--- src/rtl/arb_2ph_sync_if.sv ---
// Bundle of the arbiter's two-phase handshake signals: the N requester
// channels, the shared consumer channel and the status outputs.
interface arb_2ph_sync_if #(
    parameter int N  = 2,
    parameter int IW = $clog2(N)
);
    logic [N-1:0]  r_in;
    logic [N-1:0]  a_in;
    logic          r;
    logic          a;
    logic [IW-1:0] gnt_id;
    logic          busy;
    logic          err;

    // master is the arbiter itself; slave is the surrounding environment
    modport master (
        input  r_in, a,
        output a_in, r, gnt_id, busy, err
    );

    modport slave (
        output r_in, a,
        input  a_in, r, gnt_id, busy, err
    );
endinterface

--- src/rtl/arb_2ph_sync.sv ---
// Clocked round-robin arbiter that multiplexes N two-phase requester channels
// onto one two-phase output channel, with synchronized inputs and error flag.
module arb_2ph_sync #(
    parameter int N           = 2,
    parameter int SYNC_STAGES = 2,
    parameter int IW          = $clog2(N)
) (
    input  logic             clk,
    input  logic             rstn,
    arb_2ph_sync_if.master   bus
);

    typedef enum logic {IDLE, WAIT} state_t;

    state_t state_q, state_d;

    logic [SYNC_STAGES-1:0][N-1:0] r_sync_q, r_sync_d;
    logic [SYNC_STAGES-1:0]        a_sync_q, a_sync_d;

    logic [N-1:0]  rs, rs_next, pending;
    logic          as, as_next;
    logic [N-1:0]  a_in_q, a_in_d;
    logic          r_q, r_d;
    logic          busy_q, busy_d;
    logic          err_q, err_d;
    logic [IW-1:0] gnt_q, gnt_d;
    logic [IW-1:0] last_q, last_d;
    logic [IW-1:0] winner;
    logic          found;
    logic          acked;
    logic          violation;

    assign r_sync_d = {r_sync_q[SYNC_STAGES-2:0], bus.r_in};
    assign a_sync_d = {a_sync_q[SYNC_STAGES-2:0], bus.a};
    assign rs       = r_sync_q[SYNC_STAGES-1];
    assign rs_next  = r_sync_q[SYNC_STAGES-2];
    assign as       = a_sync_q[SYNC_STAGES-1];
    assign as_next  = a_sync_q[SYNC_STAGES-2];

    assign pending   = rs ^ a_in_q;
    assign found     = |pending;
    assign acked     = (state_q == WAIT) && (as == r_q);
    assign violation = (|((rs_next ^ rs) & pending))
                     || ((state_q == IDLE) && (as_next != as));

    // Second scan overrides the first, so indices above last outrank the wrap-around ones
    always_comb begin
        winner = '0;
        for (int i = N - 1; i >= 0; i--) begin
            if (pending[i] && (i <= int'(last_q))) winner = IW'(i);
        end
        for (int i = N - 1; i >= 0; i--) begin
            if (pending[i] && (i > int'(last_q))) winner = IW'(i);
        end
    end

    always_ff @(posedge clk or negedge rstn) begin
        if (!rstn) begin
            state_q <= IDLE;
        end else begin
            state_q <= state_d;
        end
    end

    always_comb begin
        state_d = state_q;
        case (state_q)
            IDLE:    if (found) state_d = WAIT;
            WAIT:    if (acked) state_d = IDLE;
            default: state_d = IDLE;
        endcase
    end

    always_comb begin
        r_d    = r_q;
        a_in_d = a_in_q;
        gnt_d  = gnt_q;
        busy_d = busy_q;
        last_d = last_q;
        err_d  = err_q | violation;
        if ((state_q == IDLE) && found) begin
            gnt_d  = winner;
            r_d    = ~r_q;
            busy_d = 1'b1;
        end
        if (acked) begin
            a_in_d[gnt_q] = ~a_in_q[gnt_q];
            last_d        = gnt_q;
            busy_d        = 1'b0;
        end
    end

    always_ff @(posedge clk or negedge rstn) begin
        if (!rstn) begin
            r_sync_q <= '0;
            a_sync_q <= '0;
            a_in_q   <= '0;
            r_q      <= 1'b0;
            busy_q   <= 1'b0;
            err_q    <= 1'b0;
            gnt_q    <= '0;
            last_q   <= IW'(N - 1);
        end else begin
            r_sync_q <= r_sync_d;
            a_sync_q <= a_sync_d;
            a_in_q   <= a_in_d;
            r_q      <= r_d;
            busy_q   <= busy_d;
            err_q    <= err_d;
            gnt_q    <= gnt_d;
            last_q   <= last_d;
        end
    end

    assign bus.a_in   = a_in_q;
    assign bus.r      = r_q;
    assign bus.gnt_id = gnt_q;
    assign bus.busy   = busy_q;
    assign bus.err    = err_q;

endmodule

--- src/flat_wrapper.sv ---
// flat-port wrapper written by rule: the top's interface ports become plain ports
module arb_2ph_sync_flat 
#(
    parameter int N           = 2,
    parameter int SYNC_STAGES = 2,
    parameter int IW          = $clog2(N)
)
  (clk, rstn, bus_r_in, bus_a, bus_a_in, bus_r, bus_gnt_id, bus_busy, bus_err);
  arb_2ph_sync_if #(.N(N), .IW(IW)) bus_i ();
  input  logic clk;
  input  logic rstn;
  input wire logic [$bits(bus_i.r_in)-1:0] bus_r_in;
  input wire logic [$bits(bus_i.a)-1:0] bus_a;
  output wire logic [$bits(bus_i.a_in)-1:0] bus_a_in;
  output wire logic [$bits(bus_i.r)-1:0] bus_r;
  output wire logic [$bits(bus_i.gnt_id)-1:0] bus_gnt_id;
  output wire logic [$bits(bus_i.busy)-1:0] bus_busy;
  output wire logic [$bits(bus_i.err)-1:0] bus_err;
  assign bus_i.r_in = bus_r_in;
  assign bus_i.a = bus_a;
  assign bus_a_in = bus_i.a_in;
  assign bus_r = bus_i.r;
  assign bus_gnt_id = bus_i.gnt_id;
  assign bus_busy = bus_i.busy;
  assign bus_err = bus_i.err;
  arb_2ph_sync #(.N(N), .SYNC_STAGES(SYNC_STAGES), .IW(IW)) u_core (.clk(clk), .rstn(rstn), .bus(bus_i));
endmodule
--- config.mk ---
export PLATFORM = sky130hd
export DESIGN_NAME = arb_2ph_sync_flat
export DESIGN_NICKNAME = d
export VERILOG_FILES = /design/src/rtl/arb_2ph_sync_if.sv /design/src/rtl/arb_2ph_sync.sv /design/src/flat_wrapper.sv
export SDC_FILE = /design/constraint.sdc
export NUM_CORES = 1
export LEC_CHECK = 0
export CAP_MARGIN = 15
export CORE_AREA = 2 2 39 41
export CTS_BUF_LIST = sky130_fd_sc_hd__clkbuf_4
export CTS_CLUSTER_DIAMETER = 40
export DETAILED_ROUTE_END_ITERATION = 7
export DIE_AREA = 0 0 41 43
export PLACE_DENSITY = 0.74
export SLEW_MARGIN = 10
export SYNTH_ARGS = -nofsm -noshare
export SYNTH_HDL_FRONTEND = slang
export SYNTH_SLANG_ARGS = --single-unit
--- constraint.sdc ---
create_clock -name clk -period 1.6 [get_ports clk]
set_clock_uncertainty 0.1 [all_clocks]
set_input_delay 0.48 -clock clk [delete_from_list [all_inputs] [get_ports clk]]
set_output_delay 0.48 -clock clk [all_outputs]
set_load 0.01 [all_outputs]
==> results.yml, run 1 <==
clock_tree:
  root_buffer: "clkbuf_4"
  clkSlewWorstSetupHoldPaths_ns: 0.08
  cts_buffers: 3
  cts_hold_buf: 0
  h-tree-depth: 1
  cts_max_path_buffers: 2
  clk_latency_ns: 0.28
  cts_tree: "yes"
  cts_sinks: 14
synthesis:
  ys_seq_elements: 14
  syn_area_sq_um: 538
  yosys_warnings: 0
  syn_avg_cell_area_sq_um: 13.8
  synthCells: 39
  synth_cell_type_count: 21
  seq_area_frac_synth_pct: 65.3
  syn-num-nets: 44
critical_path:
  critPathCaptureType: "output pin"
  crit_chain: "dlygate4sd2_1"
  crit_arrival_ns: 0.95
  critical_path.startpoint_type: "flip-flop"
  cp.required_ns: 1.02
  worst-path-max-fanout: 3
  path_buf_inv: 1
  critPathMaxStageDelay_ns: 0.39
  crit_type: "reg2out"
  critical-path-slowest-cell: "dfrtp_1"
  crit_family: "flip-flops"
die:
  pin_count: 11
  die_area_sq_um: 1760
  row_count: 14
  placeableCoreArea_sq_um: 1380
  start_util_pct: 38.9
  fp.dieW_microns: 41
  die_h_microns: 43
worst_hold_path:
  hold_path.class: "reg2reg"
power:
  ir_drop_v: 0.000866
  power_mw: 1.26
  power.density_nw_per_um2: 1790
  p_leak_nw: 0.299
final_layout:
  antenna_cells: 0
  area_growth_pct: 30.9
  drive_gt1_share_pct: 23.2
  finalNetCount: 62
global_route:
  use_met1_pct: 15.4
  first_global_vias: 318
  grt_max_degree: 15
  grt_use_total_pct: 13.2
  antenna_found_initial: 0
  overflow: 0
  grt_pass1_wl_microns: 1390
  gr-usage-met3_pct: 7.85
  grt_use_met2_pct: 16.9
  busiest_layer: "met2"
sta:
  rsz0062_at_grt: "no"
  slew_violations: 0
  setup_ws_ns: 0.0704
  layout_worst_path_cycle_share_pct: 95.6
  hold_viol: 0
  max_slew_margin_pct: 79.2
  max_freq_mhz: 654
  setup_viol_count_final: 0
  setup_tns_ns: 0
  tightestPinTransition_ns: 0.309
  holdWs_ns: 0.298
  finalCriticalPeriod_ns: 1.53
drt:
  antenna_left: 0
  drt-total-wl_microns: 850
  drcViolationCount: 0
  drt_iter0_markers: 2
  wl_per_cell_microns: 11.8
  dr_total_vias: 343
  via_per_inst: 4.76
  first_pass_iters: 4
place:
  place_congestion: 0.671
  port_buffers: 10
  dpl.hpwl_microns: 618
  post-place-ws_ns: 0.0914
status:
  status: "complete, no violations"
flow_run:
  drv_cap: 0
-- final timing paths --
kind / startpoint / endpoint / slack (ns) / cells after the start
max: u_core.bus.gnt_id$_DFFE_PN0P_ / bus_gnt_id / 0.07 / 1
min: u_core.a_sync_q[0]$_DFF_PN0_ / u_core.a_sync_q[1]$_DFF_PN0_ / 0.30 / 0
max reg2reg: u_core.bus.a_in[0]$_DFFE_PN0P_ / u_core.state_q$_DFF_PN0_ / 0.27 / 4
min reg2reg: u_core.a_sync_q[0]$_DFF_PN0_ / u_core.a_sync_q[1]$_DFF_PN0_ / 0.30 / 0
max in group asynchronous: rstn / u_core.last_q$_DFFE_PN1P_ / 0.76 / 2
min in group asynchronous: rstn / u_core.bus.a_in[0]$_DFFE_PN0P_ / 0.41 / 2
-- cells in the final DEF (no fill, tap or decap) --
cell	instances
dfrtp_1	13
xnor2_1	6
dlygate4sd2_1	5
clkdlybuf4s50_1	4
buf_4	4
clkbuf_4	3
nand3b_1	2
or3b_2	1
and3b_2	1
nor3b_1	1
nor3_1	1
o2111ai_1	1
inv_1	1
a21oi_2	1
a21o_2	1
xor2_1	1
nand3_1	1
nand2_1	1
a21bo_2	1
o21a_1	1
nor2b_1	1
o21ai_0	1
o31ai_1	1
clkinv_1	1
clkdlybuf4s15_1	1
dfstp_2	1
-- final cells by class --
cell class | count | area [sq um]
multi-input combinational | 23 | 179
tap | 16 | 20.0
sequential | 14 | 352
clock inverter | 1 | 3.75
clock buffer | 3 | 22.5
timing repair buffer | 14 | 124
inverter | 1 | 3.75
fill | 129 | 679
-- metal layers --
layer	vias up	part of all wire [%]
met3	2	7.1
met1	162	46
met4	0	1.8
met5	-	0
met2	11	45
li1	168	-
-- state kept, by name, indices dropped and copies added (netlist names) --
signal	count
u_core.last_q	1
u_core.bus.gnt_id	1
u_core.rs	2
u_core.a_sync_q	2
u_core.bus.busy	1
u_core.rs_next	2
u_core.bus.err	1
u_core.bus.r	1
u_core.bus.a_in	2
u_core.state_q	1
-- what timing repair did --
action / 4_1_cts / 5_1_grt
resized for setup: 6 / 1
endpoints found under the setup margin: 6 / 2
buffers inserted: 0 / 1
-- through the flow --
stage                     utilization (%)  cells  area [sq um]
after CTS                            50.3     71           696
after floorplan                         -     39           538
after detailed placement             48.9     67           677
after global routing                 50.9     72           704
after global placement               48.9     67           677
final                                50.9     72           704
-- logic make-up after synthesis --
logic type | share of synthesized area, %
buffers and inverters | 1.39
XOR/XNOR | 11.4
AND/OR/NAND/NOR | 11.4
flip-flops | 65.3
AO/OA/AOI/OAI | 10.5
-- where the power goes --
group | internal (mW) | switching, mW | total, mW
Combinational | 0.285 | 0.229 | 0.514
Sequential | 0.467 | 0.0769 | 0.544
Clock | 0.0904 | 0.110 | 0.201
Total | 0.843 | 0.416 | 1.26
-- cell usage after synthesis --
master | instances | area (sq um)
nand3b_1 | 2 | 15.0
nor3_1 | 1 | 5.00
o21ai_0 | 1 | 5.00
a21bo_2 | 1 | 10.0
nand3_1 | 1 | 5.00
xnor2_1 | 6 | 52.6
o31ai_1 | 1 | 7.51
clkbuf_1 | 1 | 3.75
nor2b_1 | 1 | 6.26
nor3b_1 | 1 | 7.51
dfstp_2 | 1 | 26.3
a21o_2 | 1 | 8.76
nand2_1 | 1 | 3.75
dfrtp_1 | 13 | 325
inv_1 | 1 | 3.75
o21a_1 | 1 | 7.51
xor2_1 | 1 | 8.76
and3b_2 | 1 | 10.0
o2111ai_1 | 1 | 8.76
a21oi_2 | 1 | 8.76
or3b_2 | 1 | 8.76
(Power assumes the default switching activity.)
==> run 2: changes to the inputs <==
--- a/config.mk
+++ b/config.mk
@@ -11,7 +11,7 @@
 export CTS_CLUSTER_DIAMETER = 40
 export DETAILED_ROUTE_END_ITERATION = 7
 export DIE_AREA = 0 0 41 43
-export PLACE_DENSITY = 0.74
+export PLACE_DENSITY_LB_ADDON = 0.12
 export SLEW_MARGIN = 10
 export SYNTH_ARGS = -nofsm -noshare
 export SYNTH_HDL_FRONTEND = slang
==> results.yml, run 2 (synthesis gave the netlist of run 1 again) <==
drt:
  met1_length_microns: 372
  highest_layer: "met4"
  dr_wl_met3_microns: 45
  first_pass_iters: 4
  routed-wl-met2_microns: 445
  drt_iter0_markers: 4
  wl_per_cell_microns: 12.2
  drt-total-wl_microns: 876
  drcViolationCount: 0
  dr_total_vias: 351
  via_per_inst: 4.88
  antenna_left: 0
final_layout:
  final_common_cell: "dfrtp_1"
  finalNetCount: 62
  area_growth_pct: 30.7
  antenna_cells: 0
  fin_area_sq_um: 703
  drive_gt1_share_pct: 23.2
  final_cell_mix: "dfrtp_1, xnor2_1, dlygate4sd2_1, clkdlybuf4s50_1, buf_4"
global_route:
  grt_pass1_wl_microns: 1590
  first_global_vias: 349
  grt_use_total_pct: 14.3
  overflow: 0
  grt_max_degree: 15
  antenna_found_initial: 0
die:
  row_count: 14
  die_h_microns: 43
  die_area_sq_um: 1760
  start_util_pct: 38.9
  fp.dieW_microns: 41
  placeableCoreArea_sq_um: 1380
  pin_count: 11
place:
  place_congestion: 0.695
  place_area_sq_um: 684
  post-place-ws_ns: 0.106
  port_buffers: 10
sta:
  finalCriticalPeriod_ns: 1.55
  max_freq_mhz: 644
  setup_tns_ns: 0
  max_slew_margin_pct: 78.0
  layout_worst_path_cycle_share_pct: 97.1
  setup_viol_count_final: 0
  slew_violations: 0
  hold_viol: 0
  setup_ws_ns: 0.0468
  tightestPinTransition_ns: 0.328
  rsz0062_at_grt: "no"
power:
  ir_drop_v: 0.000881
  power_mw: 1.26
  p_leak_nw: 0.300
  power.density_nw_per_um2: 1800
critical_path:
  reg2reg_to: "u_core.state_q$_DFF_PN0_"
  crit_arrival_ns: 0.97
  critPathCaptureType: "output pin"
  r2r_start: "u_core.bus.a_in[0]$_DFFE_PN0P_"
  crit_chain: "dlygate4sd2_1"
  critical-path-slowest-cell: "dfrtp_1"
  crit_type: "reg2out"
  cp.required_ns: 1.02
  crit_family: "flip-flops"
  ff2ff_path_depth: 4
  worst-path-max-fanout: 4
  critPathMaxStageDelay_ns: 0.41
  critical_path.startpoint_type: "flip-flop"
  rrSetupSlack_ns: 0.24
  path_buf_inv: 1
clock_tree:
  cts_hold_buf: 0
  cts_buffers: 3
  root_buffer: "clkbuf_4"
  cts_tree: "yes"
  clkSlewWorstSetupHoldPaths_ns: 0.08
  cts_resized: 6
  cts_max_path_buffers: 2
  postCtsSetupRepairBufs: 0
  clk_latency_ns: 0.27
  h-tree-depth: 1
  cts_sinks: 14
worst_hold_path:
  hold-path-cell-count: 0
  min_to: "u_core.a_sync_q[1]$_DFF_PN0_"
  worstHoldStart: "u_core.a_sync_q[0]$_DFF_PN0_"
  hold_path.class: "reg2reg"
flow_run:
  drv_cap: 0
status:
  status: "complete, no violations"
[run 2: cell count changes in the layout (fill, tap and decap cells not counted)]
| cell | delta |
|---|---|
| clkdlybuf4s15_1 | -1 |
| dlygate4sd2_1 | +1 |
[run 2: layer usage]
| metal | track usage, % | up-vias |
|---|---|---|
| met5 | 0 | - |
| met3 | 6.28 | 2 |
| met4 | 8.00 | 0 |
| met1 | 16.7 | 172 |
| li1 | - | 167 |
| met2 | 20.9 | 10 |
[run 2: worst max path at each step]
stage / startpoint / to / slack [ns] / cells past startpoint
floorplan: u_core.bus.a_in[0]$_DFFE_PN0P_ / u_core.state_q$_DFF_PN0_ / 0.39 / 3
global placement: u_core.bus.gnt_id$_DFFE_PN0P_ / bus_gnt_id / 0.14 / 1
detailed placement: u_core.bus.gnt_id$_DFFE_PN0P_ / bus_gnt_id / 0.11 / 1
CTS: u_core.bus.gnt_id$_DFFE_PN0P_ / bus_gnt_id / 0.03 / 1
global route: u_core.bus.gnt_id$_DFFE_PN0P_ / bus_gnt_id / 0.0003 / 1
finish: u_core.bus.gnt_id$_DFFE_PN0P_ / bus_gnt_id / 0.05 / 1
[run 2: cell type report]
cell class              count  area [sq um]
clock buffers               3          22.5
clock inverters             1          3.75
fillers                   127           681
inverters                   1          3.75
multi-input cells          23           179
flip-flops and latches     14           352
well taps                  16          20.0
repair buffers             14           123
[run 2: power breakdown]
part / switching (mW) / internal [mW]
logic: 0.235 / 0.282
registers: 0.0801 / 0.468
clock network: 0.108 / 0.0904
total: 0.423 / 0.840
[run 2: metrics by stage]
stage                     utilization, %  instances  hold slack [ns]
after floorplan                        -         39           0.0844
after global placement              49.5         68            0.275
after detailed placement            49.5         68            0.290
after CTS                           50.8         72            0.307
after global routing                50.8         72            0.325
final                               50.8         72            0.301
[run 2: worst register-to-register path, cell delays in order (launching register included)]
cell and delay, ns:
dfrtp_1 0.38, buf_4 0.15, xnor2_1 0.30, a21oi_2 0.13
a21o_2 0.20
